[src/rtl/uart_rx_deserializer.sv]
// 8N1 UART receiver: 2-flop input sync, 16x oversampled bit timing, start/stop validation.
// Define UART_RX_MAJORITY_EN to vote each bit from samples at ticks 6/7/8 instead of a single tick-7 sample.
module uart_rx_deserializer #(
  parameter int CLK_FREQ   = 50_000_000,
  parameter int BAUD       = 115200,
  parameter int OVERSAMPLE = 16
) (
  input  logic       clk,
  input  logic       reset,
  input  logic       rx,
  output logic [7:0] data_out,
  output logic       data_valid,
  output logic       framing_error,
  output logic       busy
);

  localparam int DIV   = CLK_FREQ / (BAUD * OVERSAMPLE);
  localparam int DIV_W = (DIV > 1) ? $clog2(DIV) : 1;
  localparam logic [DIV_W-1:0] DIV_LAST = DIV_W'(DIV - 1);

`ifdef UART_RX_MAJORITY_EN
  localparam logic [3:0] SAMPLE_PT = 4'd8;
`else
  localparam logic [3:0] SAMPLE_PT = 4'd7;
`endif

  typedef enum logic [2:0] {
    IDLE,
    START,
    DATA,
    STOP,
    WAIT_IDLE
  } state_t;

  state_t           state;
  logic             rx_meta;
  logic             rx_s;
  logic             rx_prev;
  logic [DIV_W-1:0] div_cnt;
  logic [3:0]       tick_cnt;
  logic [2:0]       bit_idx;
  logic [7:0]       shreg;
  logic             tick;
  logic             is_sample;
  logic             sample_bit;

  always_ff @(posedge clk) begin
    if (reset) begin
      rx_meta <= 1'b1;
      rx_s    <= 1'b1;
      rx_prev <= 1'b1;
    end else begin
      rx_meta <= rx;
      rx_s    <= rx_meta;
      rx_prev <= rx_s;
    end
  end

  assign tick      = (div_cnt == DIV_LAST);
  assign is_sample = tick && (tick_cnt == SAMPLE_PT);

`ifdef UART_RX_MAJORITY_EN
  logic s6;
  logic s7;

  // Early samples are held so the vote can complete on the tick-8 sample.
  always_ff @(posedge clk) begin
    if (reset) begin
      s6 <= 1'b1;
      s7 <= 1'b1;
    end else if (tick) begin
      if (tick_cnt == 4'd6) s6 <= rx_s;
      if (tick_cnt == 4'd7) s7 <= rx_s;
    end
  end

  assign sample_bit = (s6 & s7) | (s6 & rx_s) | (s7 & rx_s);
`else
  assign sample_bit = rx_s;
`endif

  always_ff @(posedge clk) begin
    if (reset) begin
      state         <= IDLE;
      div_cnt       <= '0;
      tick_cnt      <= '0;
      bit_idx       <= '0;
      shreg         <= '0;
      data_out      <= '0;
      data_valid    <= 1'b0;
      framing_error <= 1'b0;
      busy          <= 1'b0;
    end else begin
      data_valid    <= 1'b0;
      framing_error <= 1'b0;
      div_cnt       <= tick ? '0 : div_cnt + 1'b1;
      if (tick) tick_cnt <= tick_cnt + 4'd1;

      case (state)
        IDLE: begin
          if (rx_prev && !rx_s) begin
            state    <= START;
            div_cnt  <= '0;
            tick_cnt <= '0;
            busy     <= 1'b1;
          end
        end
        // A genuine start bit runs to tick 15; the 4-bit wrap zeroes tick_cnt for DATA.
        START: begin
          if (is_sample && sample_bit) begin
            state <= IDLE;
            busy  <= 1'b0;
          end else if (tick && tick_cnt == 4'd15) begin
            state   <= DATA;
            bit_idx <= '0;
          end
        end
        DATA: begin
          if (is_sample) shreg[bit_idx] <= sample_bit;
          if (tick && tick_cnt == 4'd15) begin
            if (bit_idx == 3'd7) state <= STOP;
            else bit_idx <= bit_idx + 3'd1;
          end
        end
        STOP: begin
          if (is_sample) begin
            if (sample_bit) begin
              data_out   <= shreg;
              data_valid <= 1'b1;
              busy       <= 1'b0;
              state      <= IDLE;
            end else begin
              framing_error <= 1'b1;
              state         <= WAIT_IDLE;
            end
          end
        end
        // Hold off until the line recovers so a break is not seen as repeated starts.
        WAIT_IDLE: begin
          if (rx_s) begin
            state <= IDLE;
            busy  <= 1'b0;
          end
        end
        default: begin
          state <= IDLE;
          busy  <= 1'b0;
        end
      endcase
    end
  end

endmodule

[config.mk]
export PLATFORM = sky130hd
export DESIGN_NAME = uart_rx_deserializer
export DESIGN_NICKNAME = d
export VERILOG_FILES = /design/src/rtl/uart_rx_deserializer.sv
export SDC_FILE = /design/constraint.sdc
export NUM_CORES = 1
export LEC_CHECK = 0
export CAP_MARGIN = 20
export CORE_AREA = 3 3 60 62
export CTS_BUF_LIST = sky130_fd_sc_hd__clkbuf_8 sky130_fd_sc_hd__clkbuf_16
export DETAILED_ROUTE_END_ITERATION = 10
export DIE_AREA = 0 0 63 65
export PLACE_DENSITY = 0.83
export RECOVER_POWER = 50
export SLEW_MARGIN = 40
export SYNTH_ARGS = -nofsm -noshare
export SYNTH_HDL_FRONTEND = slang
export SYNTH_SLANG_ARGS = --single-unit
[constraint.sdc]
create_clock -name clk -period 2.3 [get_ports clk]
set_input_delay 0.23 -clock clk [delete_from_list [all_inputs] [get_ports clk]]
set_output_delay 0.23 -clock clk [all_outputs]
set_load 0.01 [all_outputs]
==> run summary, run 1 <==
## Logic synthesis
- **Seq/Total Area, Yosys** 0.4250
- **number of synthesized flops with an enable pin** 0
- **ys async rst share** 0
- **number of warning messages in the yosys log** 0
- **post-synthesis area per instance** 9.524 sq um
- **proportion of synthesized area in mux cells** 0.09189
- **compound-gate portion of the synthesized area** 0.09332
- **XOR/XNOR share of the synthesized area** 0.03015
- **Post-Synth Simple-Gate Area** 0.2886
- **Yosys reg bits** 37
- **adder-cell area share of the yosys netlist** 0.03589
- **ys flop type** sky130_fd_sc_hd__dfxtp_1
- **main combinational cell family by area after synthesis** simple AND/OR/NAND/NOR gates
- **total nets after synthesis** 191
- **cells after synthesis** 183
- **summed instance area of the synthesized netlist** 1743 sq um
- **count of distinct cell types in the synthesized netlist** 43

## Layout
- **end-of-flow core utilization** 0.6427
- **number of antenna cells inserted** 0
- **NumNets Final** 202
- **Layout area overhead** 13.50%
- **fill cell count** 252
- **final non-filler cell area** 1978 sq um
- **layout cells sized above 1** 0.1385
- **Cell Count, Final, Fillers Out** 239

## Setup path
- **worst stage delay on the critical path** 0.45 ns
- **most prevalent standard cell on the critical path** sky130_fd_sc_hd__ha_1
- **arrival time at the worst endpoint** 2.30 ns
- **cell family contributing the most delay on the critical path** compound AO/OA/AOI/OAI gates
- **CP Class** flop to flop
- **launch instance of the worst register-to-register path** bit_idx[0]
- **Buffers & Inverters on Critical Path** 0
- **nature of the critical path endpoint** flop
- **Register-to-Register Path Depth** 5
- **cell breakdown of the critical path** ha_1, ha_1, or3b_2, a2111o_1, o41ai_2
- **library cell contributing the largest single delay on the critical path** sky130_fd_sc_hd__a2111o_1
- **maximum net fanout on the critical path** 11
- **worst flop-to-flop path endpoint** bit_idx[0]
- **required time of the critical path** 2.49 ns
- **startpoint class of the critical path** flop
- **reg2reg setup slack** 0.19 ns

## Clock tree
- **clock tree root buffer cell** sky130_fd_sc_hd__clkbuf_8
- **Clock transition at path regs** 0.07 ns
- **number of H-tree branching levels** 2
- **setup repair bufs after CTS** 0
- **maximum root-to-sink buffer count** 2
- **TritonCTS clock tree** yes
- **Clock Sinks** 37
- **count of hold buffers inserted by post-cts repair** 0
- **number of clock buffers inserted by TritonCTS** 5
- **clock insertion delay at the later pin of the skew report** 0.29 ns
- **post-cts gate resize count** 0

## Timing
- **total of endpoints with negative setup slack in the final report** 0
- **Fmax achieved** 0.4742 GHz
- **Clock Skew** 0.006625 ns
- **minimum clock period** 2.109 ns
- **setup ws final** 0.1912 ns
- **Worst Max-Slew Pin Slew** 0.8911 ns
- **max-slew violation count** 0
- **worst slew margin relative to its limit** 0.4059
- **unrepaired setup endpoints after global routing** no
- **summed negative setup slack over all endpoints** 0 ns
- **final number of hold-violating endpoints** 0
- **fin crit share** 0.9169

## Floorplan
- **floorplan row count** 20
- **placeable core area** 3078 sq um
- **effective utilization at floorplan** 0.5663
- **width of the die** 63 microns
- **Boundary Pins** 14
- **floorplan die area** 4095 sq um
- **overall die height** 65 microns

## Power and ir drop
- **peak ir drop on the vdd network** 531.7 uV
- **reported leakage power** 0.7772 nW
- **power per cell area** 696.2 nW/um^2

## Min path
- **launch instance of the worst min-delay path** rx_meta
- **Hold Path Class** flop to flop
- **sink of the worst hold path** rx_s
- **worst hold path stage count** 1

## Placed design
- **total of buffers placed on input and output ports** 13
- **Post-DP Area** 1897 sq um
- **gpl congestion** 0.8768
- **half-perimeter wire length after placement** 2.299 mm
- **post-placement worst setup slack** 0.2138 ns
- **placed insts** 231

## Routing
- **overall routed net length** 3.222 mm
- **DRT iter0 DRCs** 89
- **average vias per placed instance** 5.364
- **number of antenna-violating nets in the routed design** 0
- **Pre-antenna DRT Iters** 4
- **post-detailed-route wirelength per cell** 13.48 microns
- **DRC violations left** 0
- **via count** 1282

## Job
- **Max Cap Violations** 0

## GRT
- **via count of the first global-routing pass** 1219
- **global-route wire length before repair** 5.533 mm
- **maximum number of pins on one net before global-route repair** 22
- **GR Layer Usage met1** 0.2095
- **number of antenna violations at the first check in global routing** 0
- **global routing usage on met3** 0.05719
- **busiest layer in global routing** met2
- **met2 Use GR** 0.2859
- **total grt overflow** 0
- **global-route total usage across every layer** 0.1739

## Run status
- **run status** completed

## cells in the mapped netlist (2+ instances only)
library cell	number	area share
sky130_fd_sc_hd__inv_1	4	0.0086
sky130_fd_sc_hd__o21ai_0	5	0.014
sky130_fd_sc_hd__nand2b_1	13	0.047
sky130_fd_sc_hd__buf_1	3	0.0065
sky130_fd_sc_hd__buf_2	4	0.011
sky130_fd_sc_hd__xnor2_1	2	0.010
sky130_fd_sc_hd__clkbuf_1	4	0.0086
sky130_fd_sc_hd__mux2i_1	16	0.092
sky130_fd_sc_hd__nand4_1	4	0.014
sky130_fd_sc_hd__nor2_2	8	0.029
sky130_fd_sc_hd__a21oi_1	4	0.011
sky130_fd_sc_hd__nor2b_1	3	0.011
sky130_fd_sc_hd__or2_2	4	0.014
sky130_fd_sc_hd__nor3_1	2	0.0057
sky130_fd_sc_hd__nand3_1	5	0.014
sky130_fd_sc_hd__nand3b_1	4	0.017
sky130_fd_sc_hd__dfxtp_1	37	0.42
sky130_fd_sc_hd__ha_1	5	0.036
sky130_fd_sc_hd__nor2_1	17	0.037
sky130_fd_sc_hd__nand2_1	9	0.019
sky130_fd_sc_hd__xor2_1	4	0.020
sky130_fd_sc_hd__nand4b_1	3	0.015
sky130_fd_sc_hd__a211oi_1	2	0.0086
sky130_fd_sc_hd__a211o_1	2	0.010
## worst max-delay path by stage
| stage | depth (start not counted) | slack [ns] | to | from |
|---|---|---|---|---|
| global route | 5 | 0.05 | bit_idx[0] | bit_idx[0] |
| global placement | 5 | 0.28 | bit_idx[0] | bit_idx[0] |
| floorplan | 5 | 0.40 | bit_idx[0] | bit_idx[1] |
| finish | 5 | 0.19 | bit_idx[0] | bit_idx[0] |
| CTS | 5 | 0.20 | bit_idx[0] | bit_idx[0] |
| detailed placement | 5 | 0.21 | bit_idx[0] | bit_idx[0] |
## cell families (layout without fill, tap and decap cells)
logic type	after synthesis	count (layout)
DFF	37	37
buffers and inverters	15	27
adders and majority gates	5	5
and+or+nand+nor	82	82
muxes	16	16
xor gates and xnor gates	6	6
AOI/OAI and AO/OA	22	22
## through the flow
stage                     total power [mW]  hold WS [ns]
final                                1.377        0.4292
after global routing                 1.452        0.4454
after CTS                            1.392        0.4313
after detailed placement            0.9074        0.4168
after global placement              0.8974        0.3932
after floorplan                     0.8636        0.3338
## routing by layer
layer	vias to the layer above	wire length [microns]
li1	657	-
met1	598	1457
met2	22	1631
met3	5	96
met5	-	0
met4	0	38
## flip-flops by register name, indices dropped and copies added (netlist names), 3 cells and up
register  count
data_out      8
shreg         8
div_cnt       5
tick_cnt      4
bit_idx       3
state         3
## cell usage in the layout (no fill, tap or decap), drive strengths merged, types with 3 or more instances in the layout
master        n
nand2b       13
nand3         5
nand4b        4
dlygate4sd3  12
xor2          4
ha            5
nor2         25
nand2         9
o21ai         5
a21oi         4
mux2i        16
nand3b        4
nor2b         3
dfxtp        37
inv           4
nand4         4
or2           4
clkbuf        8
nor3          3
## where the power goes
| group | internal (mW) | leakage (nW) | switching (mW) | total (mW) |
|---|---|---|---|---|
| clock | 0.270 | 0.0542 | 0.216 | 0.487 |
| sequential | 0.670 | 0.300 | 0.0518 | 0.722 |
| combinational | 0.0845 | 0.423 | 0.0842 | 0.169 |
## final cells by class
| type | instances | area [sq um] | area share |
|---|---|---|---|
| Multi-Input combinational cell | 131 | 924.6 | 0.4674 |
| Sequential cell | 37 | 740.7 | 0.3744 |
| Timing Repair Buffer | 15 | 141.4 | 0.07147 |
| Clock buffer | 7 | 96.34 | 0.04870 |
| Tap cell | 44 | 55.05 | 0.02783 |
| Inverter | 4 | 15.01 | 0.007590 |
| Clock inverter | 1 | 5.005 | 0.002530 |
No activity file was read; power rests on OpenSTA's default activity.
==> run 2, diff against run 1 <==
==> constraint.sdc (replaced) <==
create_clock -name clk -period 2.3 [get_ports clk]
set_input_delay 0.23 -clock clk [delete_from_list [all_inputs] [get_ports clk]]
set_output_delay 0.23 -clock clk [all_outputs]
set_load 0.05 [all_outputs]
==> run 2 against run 1 <==
  * Clock skew barely moved
  * First-iteration DRC count down 6.7%
  * Worst setup slack hardly changed
  * Via count fell by 0.47%
  * Wire length down 0.16%
  * Critical path type unchanged
  * Largest power group unchanged
  * Clock-buffer cell count unchanged
==> run summary, run 2 (same netlist as run 1, synthesis figures left out) <==
## Run status
- **run status** completed

## Setup path
- **nature of the critical path endpoint** flop
- **required time of the critical path** 2.49 ns
- **maximum net fanout on the critical path** 11
- **CP Class** flop to flop
- **cell family contributing the most delay on the critical path** compound AO/OA/AOI/OAI gates
- **most prevalent standard cell on the critical path** sky130_fd_sc_hd__ha_1
- **worst flop-to-flop path endpoint** bit_idx[0]
- **Register-to-Register Path Depth** 5
- **library cell contributing the largest single delay on the critical path** sky130_fd_sc_hd__a2111o_1
- **cell breakdown of the critical path** ha_1, ha_1, or3b_2, a2111o_1, o41ai_2
- **worst stage delay on the critical path** 0.45 ns
- **arrival time at the worst endpoint** 2.30 ns
- **reg2reg setup slack** 0.19 ns
- **Buffers & Inverters on Critical Path** 0
- **launch instance of the worst register-to-register path** bit_idx[0]
- **startpoint class of the critical path** flop

## Timing
- **fin crit share** 0.9169
- **total of endpoints with negative setup slack in the final report** 0
- **minimum clock period** 2.109 ns
- **Clock Skew** 0.006625 ns
- **max-slew violation count** 0
- **worst slew margin relative to its limit** 0.4059
- **summed negative setup slack over all endpoints** 0 ns
- **unrepaired setup endpoints after global routing** no
- **final number of hold-violating endpoints** 0
- **Worst Max-Slew Pin Slew** 0.8911 ns
- **Fmax achieved** 0.4742 GHz

## GRT
- **maximum number of pins on one net before global-route repair** 22
- **global-route total usage across every layer** 0.1739
- **global-route wire length before repair** 5.533 mm
- **via count of the first global-routing pass** 1219
- **number of antenna violations at the first check in global routing** 0
- **total grt overflow** 0

## Power and ir drop
- **reported leakage power** 0.7746 nW
- **power per cell area** 706.9 nW/um^2
- **peak ir drop on the vdd network** 531.8 uV

## Job
- **Max Cap Violations** 0

## Layout
- **NumNets Final** 202
- **Layout area overhead** 13.50%
- **Regs by FF count** data_out: 8 flops, shreg: 8 flops, div_cnt: 5 flops
- **commonest cells after routing, fill and taps aside** sky130_fd_sc_hd__dfxtp_1 (37), sky130_fd_sc_hd__nor2_1 (17), sky130_fd_sc_hd__mux2i_1 (16)
- **final non-filler cell area** 1978 sq um
- **number of antenna cells inserted** 0
- **fill cell count** 252
- **layout cells sized above 1** 0.1385
- **most frequent standard cell in the layout excluding fill and tap cells** sky130_fd_sc_hd__dfxtp_1

## Placed design
- **half-perimeter wire length after placement** 2.299 mm
- **total of buffers placed on input and output ports** 13
- **gpl congestion** 0.8768
- **Post-DP Area** 1897 sq um

## Min path
- **launch instance of the worst min-delay path** rx_meta
- **sink of the worst hold path** rx_s
- **worst hold path stage count** 1
- **Hold Path Class** flop to flop

## Routing
- **DRT iter0 DRCs** 83
- **Pre-antenna DRT Iters** 4
- **post-detailed-route wirelength per cell** 13.46 microns
- **overall routed net length** 3.217 mm
- **average vias per placed instance** 5.339
- **number of antenna-violating nets in the routed design** 0
- **via count** 1276
- **DRC violations left** 0

## Clock tree
- **TritonCTS clock tree** yes
- **clock tree root buffer cell** sky130_fd_sc_hd__clkbuf_8
- **number of H-tree branching levels** 2
- **post-cts gate resize count** 0
- **count of hold buffers inserted by post-cts repair** 0
- **setup repair bufs after CTS** 0
- **clock insertion delay at the later pin of the skew report** 0.29 ns
- **maximum root-to-sink buffer count** 2
- **number of clock buffers inserted by TritonCTS** 5
- **Clock Sinks** 37
- **Clock transition at path regs** 0.07 ns

## Floorplan
- **effective utilization at floorplan** 0.5663
- **Boundary Pins** 14
- **floorplan die area** 4095 sq um
- **floorplan row count** 20
- **placeable core area** 3078 sq um
- **width of the die** 63 microns
- **overall die height** 65 microns

## run 2: cell types whose count changed in the layout (fill, tap and decap cells not counted)
cell / delta
sky130_fd_sc_hd__dlygate4sd3_1: -1
sky130_fd_sc_hd__clkdlybuf4s50_1: +1
## run 2: how the worst max path moves through the flow
stage                          start          to  slack (ns)  depth (start not counted)
final                     bit_idx[0]  bit_idx[0]        0.19                          5
after detailed placement  bit_idx[0]  bit_idx[0]        0.21                          5
after CTS                 bit_idx[0]  bit_idx[0]        0.20                          5
after floorplan           bit_idx[1]  bit_idx[0]        0.40                          5
after global routing      bit_idx[0]  bit_idx[0]        0.05                          5
after global placement    bit_idx[0]  bit_idx[0]        0.28                          5
## run 2: routing by layer
layer | GRT usage | wire (microns)
met5 | 0 | 0
met4 | 0.06887 | 38
met3 | 0.05719 | 86
met2 | 0.2859 | 1627
met1 | 0.2095 | 1465
## run 2: per-stage QoR
stage	std cells	power (mW)	utilization	hold slack, ns	setup WS [ns]
CTS	239	1.410	0.6492	0.4313	0.1970
global route	239	1.473	0.6427	0.4454	0.04677
finish	239	1.398	0.6427	0.4292	0.1912
detailed placement	231	0.9260	0.6163	0.4168	0.2138
global placement	231	0.9160	0.6163	0.3932	0.2811
floorplan	183	0.8822	-	0.3338	0.3989
## run 2: final cells by class
cell class                      count  area (sq um)  area share
Clock buffer                        7         96.34     0.04870
Clock inverter                      1         5.005    0.002530
Inverter                            4         15.01    0.007590
Multi-Input combinational cell    131         924.6      0.4674
Sequential cell                    37         740.7      0.3744
Tap cell                           44         55.05     0.02783
Timing Repair Buffer               15         141.4     0.07147
## run 2: power by group
part	internal (mW)	total, mW	switching, mW	leakage [nW]
Sequential	0.670	0.722	0.0519	0.300
Clock	0.270	0.487	0.216	0.0542
Combinational	0.0867	0.190	0.103	0.421
## run 2: worst register-to-register path, cell delays in order (launching register included)
cell and delay, ns:
sky130_fd_sc_hd__dfxtp_1 0.40, sky130_fd_sc_hd__ha_1 0.25, sky130_fd_sc_hd__ha_1 0.18, sky130_fd_sc_hd__or3b_2 0.44, sky130_fd_sc_hd__a2111o_1 0.45, sky130_fd_sc_hd__o41ai_2 0.30
==> run 3, diff against run 2 <==
--- a/config.mk
+++ b/config.mk
@@ -6,11 +6,11 @@
 export NUM_CORES = 1
 export LEC_CHECK = 0
 export CAP_MARGIN = 20
-export CORE_AREA = 3 3 60 62
+export CORE_AREA = 3 3 71 73
 export CTS_BUF_LIST = sky130_fd_sc_hd__clkbuf_8 sky130_fd_sc_hd__clkbuf_16
 export DETAILED_ROUTE_END_ITERATION = 10
-export DIE_AREA = 0 0 63 65
-export PLACE_DENSITY = 0.83
+export DIE_AREA = 0 0 74 76
+export PLACE_DENSITY = 0.63
 export RECOVER_POWER = 50
 export SLEW_MARGIN = 40
 export SYNTH_ARGS = -nofsm -noshare
==> run 3 against run 2 <==
  * Total power shrank 3.0%
  * Highest routed layer unchanged
  * Final cell count grew 3.3%
  * Core utilization shrank 19 points
  * Largest cell class unchanged
  * Clock power shrank 8.4%
==> run summary, run 3 (same netlist as run 1, synthesis figures left out) <==
## Clock tree
- **clock tree root buffer cell** sky130_fd_sc_hd__clkbuf_8
- **Clock transition at path regs** 0.07 ns
- **setup repair bufs after CTS** 0
- **number of clock buffers inserted by TritonCTS** 5
- **count of hold buffers inserted by post-cts repair** 0
- **post-cts gate resize count** 0
- **Clock Sinks** 37
- **number of H-tree branching levels** 2
- **maximum root-to-sink buffer count** 2
- **TritonCTS clock tree** yes
- **clock insertion delay at the later pin of the skew report** 0.28 ns

## Timing
- **Clock Skew** 0.005080 ns
- **Worst Max-Slew Pin Slew** 0.5803 ns
- **final number of hold-violating endpoints** 0
- **max-slew violation count** 0
- **minimum clock period** 2.127 ns
- **Fmax achieved** 0.4700 GHz
- **summed negative setup slack over all endpoints** 0 ns
- **fin crit share** 0.9250
- **unrepaired setup endpoints after global routing** no
- **total of endpoints with negative setup slack in the final report** 0
- **worst slew margin relative to its limit** 0.6111

## Routing
- **via count** 1311
- **average vias per placed instance** 5.308
- **post-detailed-route wirelength per cell** 13.40 microns
- **DRC violations left** 0
- **DRT iter0 DRCs** 35
- **Pre-antenna DRT Iters** 4
- **number of antenna-violating nets in the routed design** 0
- **overall routed net length** 3.309 mm

## Min path
- **Hold Path Class** flop to flop

## Layout
- **Layout area overhead** 13.64%
- **most frequent standard cell in the layout excluding fill and tap cells** sky130_fd_sc_hd__dfxtp_1
- **Regs by FF count** data_out: 8 flops, shreg: 8 flops, div_cnt: 5 flops
- **final non-filler cell area** 1981 sq um
- **commonest cells after routing, fill and taps aside** sky130_fd_sc_hd__dfxtp_1 (37), sky130_fd_sc_hd__nor2_1 (17), sky130_fd_sc_hd__mux2i_1 (16)
- **number of antenna cells inserted** 0
- **layout cells sized above 1** 0.1333
- **NumNets Final** 203

## GRT
- **total grt overflow** 0
- **global-route wire length before repair** 5.934 mm
- **via count of the first global-routing pass** 1308
- **maximum number of pins on one net before global-route repair** 17
- **global-route total usage across every layer** 0.1318
- **number of antenna violations at the first check in global routing** 0

## Placed design
- **Post-DP Area** 1914 sq um
- **total of buffers placed on input and output ports** 13
- **gpl congestion** 0.8149
- **half-perimeter wire length after placement** 2.402 mm

## Setup path
- **maximum net fanout on the critical path** 11
- **startpoint class of the critical path** flop
- **required time of the critical path** 2.49 ns
- **CP Class** flop to flop
- **nature of the critical path endpoint** flop
- **arrival time at the worst endpoint** 2.31 ns

## Run status
- **run status** completed

## Floorplan
- **width of the die** 74 microns
- **overall die height** 76 microns
- **Boundary Pins** 14
- **floorplan die area** 5624 sq um
- **placeable core area** 4414 sq um
- **effective utilization at floorplan** 0.3948
- **floorplan row count** 24

## Power and ir drop
- **total power of the final layout** 1.356 mW
- **peak ir drop on the vdd network** 413.4 uV
- **power per cell area** 684.8 nW/um^2
- **reported leakage power** 0.7763 nW

## Job
- **Max Cap Violations** 0

run 3: cell types whose count changed in the layout (fill, tap and decap cells not counted):
cell,previous run,this run
sky130_fd_sc_hd__clkinv_2,1,0
sky130_fd_sc_hd__inv_1,4,5
sky130_fd_sc_hd__clkdlybuf4s50_1,2,1
sky130_fd_sc_hd__dlygate4sd3_1,11,12
sky130_fd_sc_hd__clkbuf_8,7,6
sky130_fd_sc_hd__buf_4,1,2
run 3: final cells by class:
class | count | area [sq um]
fillers | 434 | 2434
multi-input cells | 131 | 924.6
well taps | 52 | 65.06
clock buffers | 6 | 82.58
clock inverters | 1 | 3.754
inverters | 4 | 15.01
repair buffers | 16 | 148.9
flip-flops and latches | 37 | 740.7
run 3: metrics by stage:
stage,worst slack [ns],utilization,hold slack (ns),std cells
4_1_cts,0.1641,0.4532,0.4179,247
5_1_grt,0.03318,0.4487,0.4270,247
2_1_floorplan,0.3989,-,0.3338,183
6_report,0.1725,0.4487,0.4132,247
3_5_place_dp,0.1776,0.4337,0.3985,240
3_3_place_gp,0.2781,0.4337,0.3991,240
run 3: layer usage:
metal / wire [microns] / global-route usage / share of wire / vias up
met1: 1520 / 0.1672 / 0.46 / 616
met4: 59 / 0.04891 / 0.018 / 0
met5: 0 / 0 / 0 / -
met3: 142 / 0.04485 / 0.043 / 5
met2: 1587 / 0.2039 / 0.48 / 26
li1: - / - / - / 664
run 3: worst paths after layout:
check | endpoint | slack (ns) | cells after the start | startpoint
worst max register to register | bit_idx[0] | 0.17 | 5 | bit_idx[0]
worst max-delay path | bit_idx[0] | 0.17 | 5 | bit_idx[0]
worst min-delay path | rx_s | 0.41 | 1 | rx_meta
worst min register to register | rx_s | 0.41 | 1 | rx_meta
run 3: worst max-delay path, cell delays in order (launching register included):
cell	delay, ns
sky130_fd_sc_hd__dfxtp_1	0.41
sky130_fd_sc_hd__ha_1	0.24
sky130_fd_sc_hd__ha_1	0.18
sky130_fd_sc_hd__or3b_2	0.44
sky130_fd_sc_hd__a2111o_1	0.45
sky130_fd_sc_hd__o41ai_2	0.31
run 3: power breakdown:
group / leakage, nW / internal (mW) / switching [mW] / total [mW]
Clock: 0.0485 / 0.233 / 0.213 / 0.446
Combinational: 0.428 / 0.0858 / 0.105 / 0.191
Sequential: 0.300 / 0.670 / 0.0502 / 0.720
Total: 0.776 / 0.989 / 0.368 / 1.36
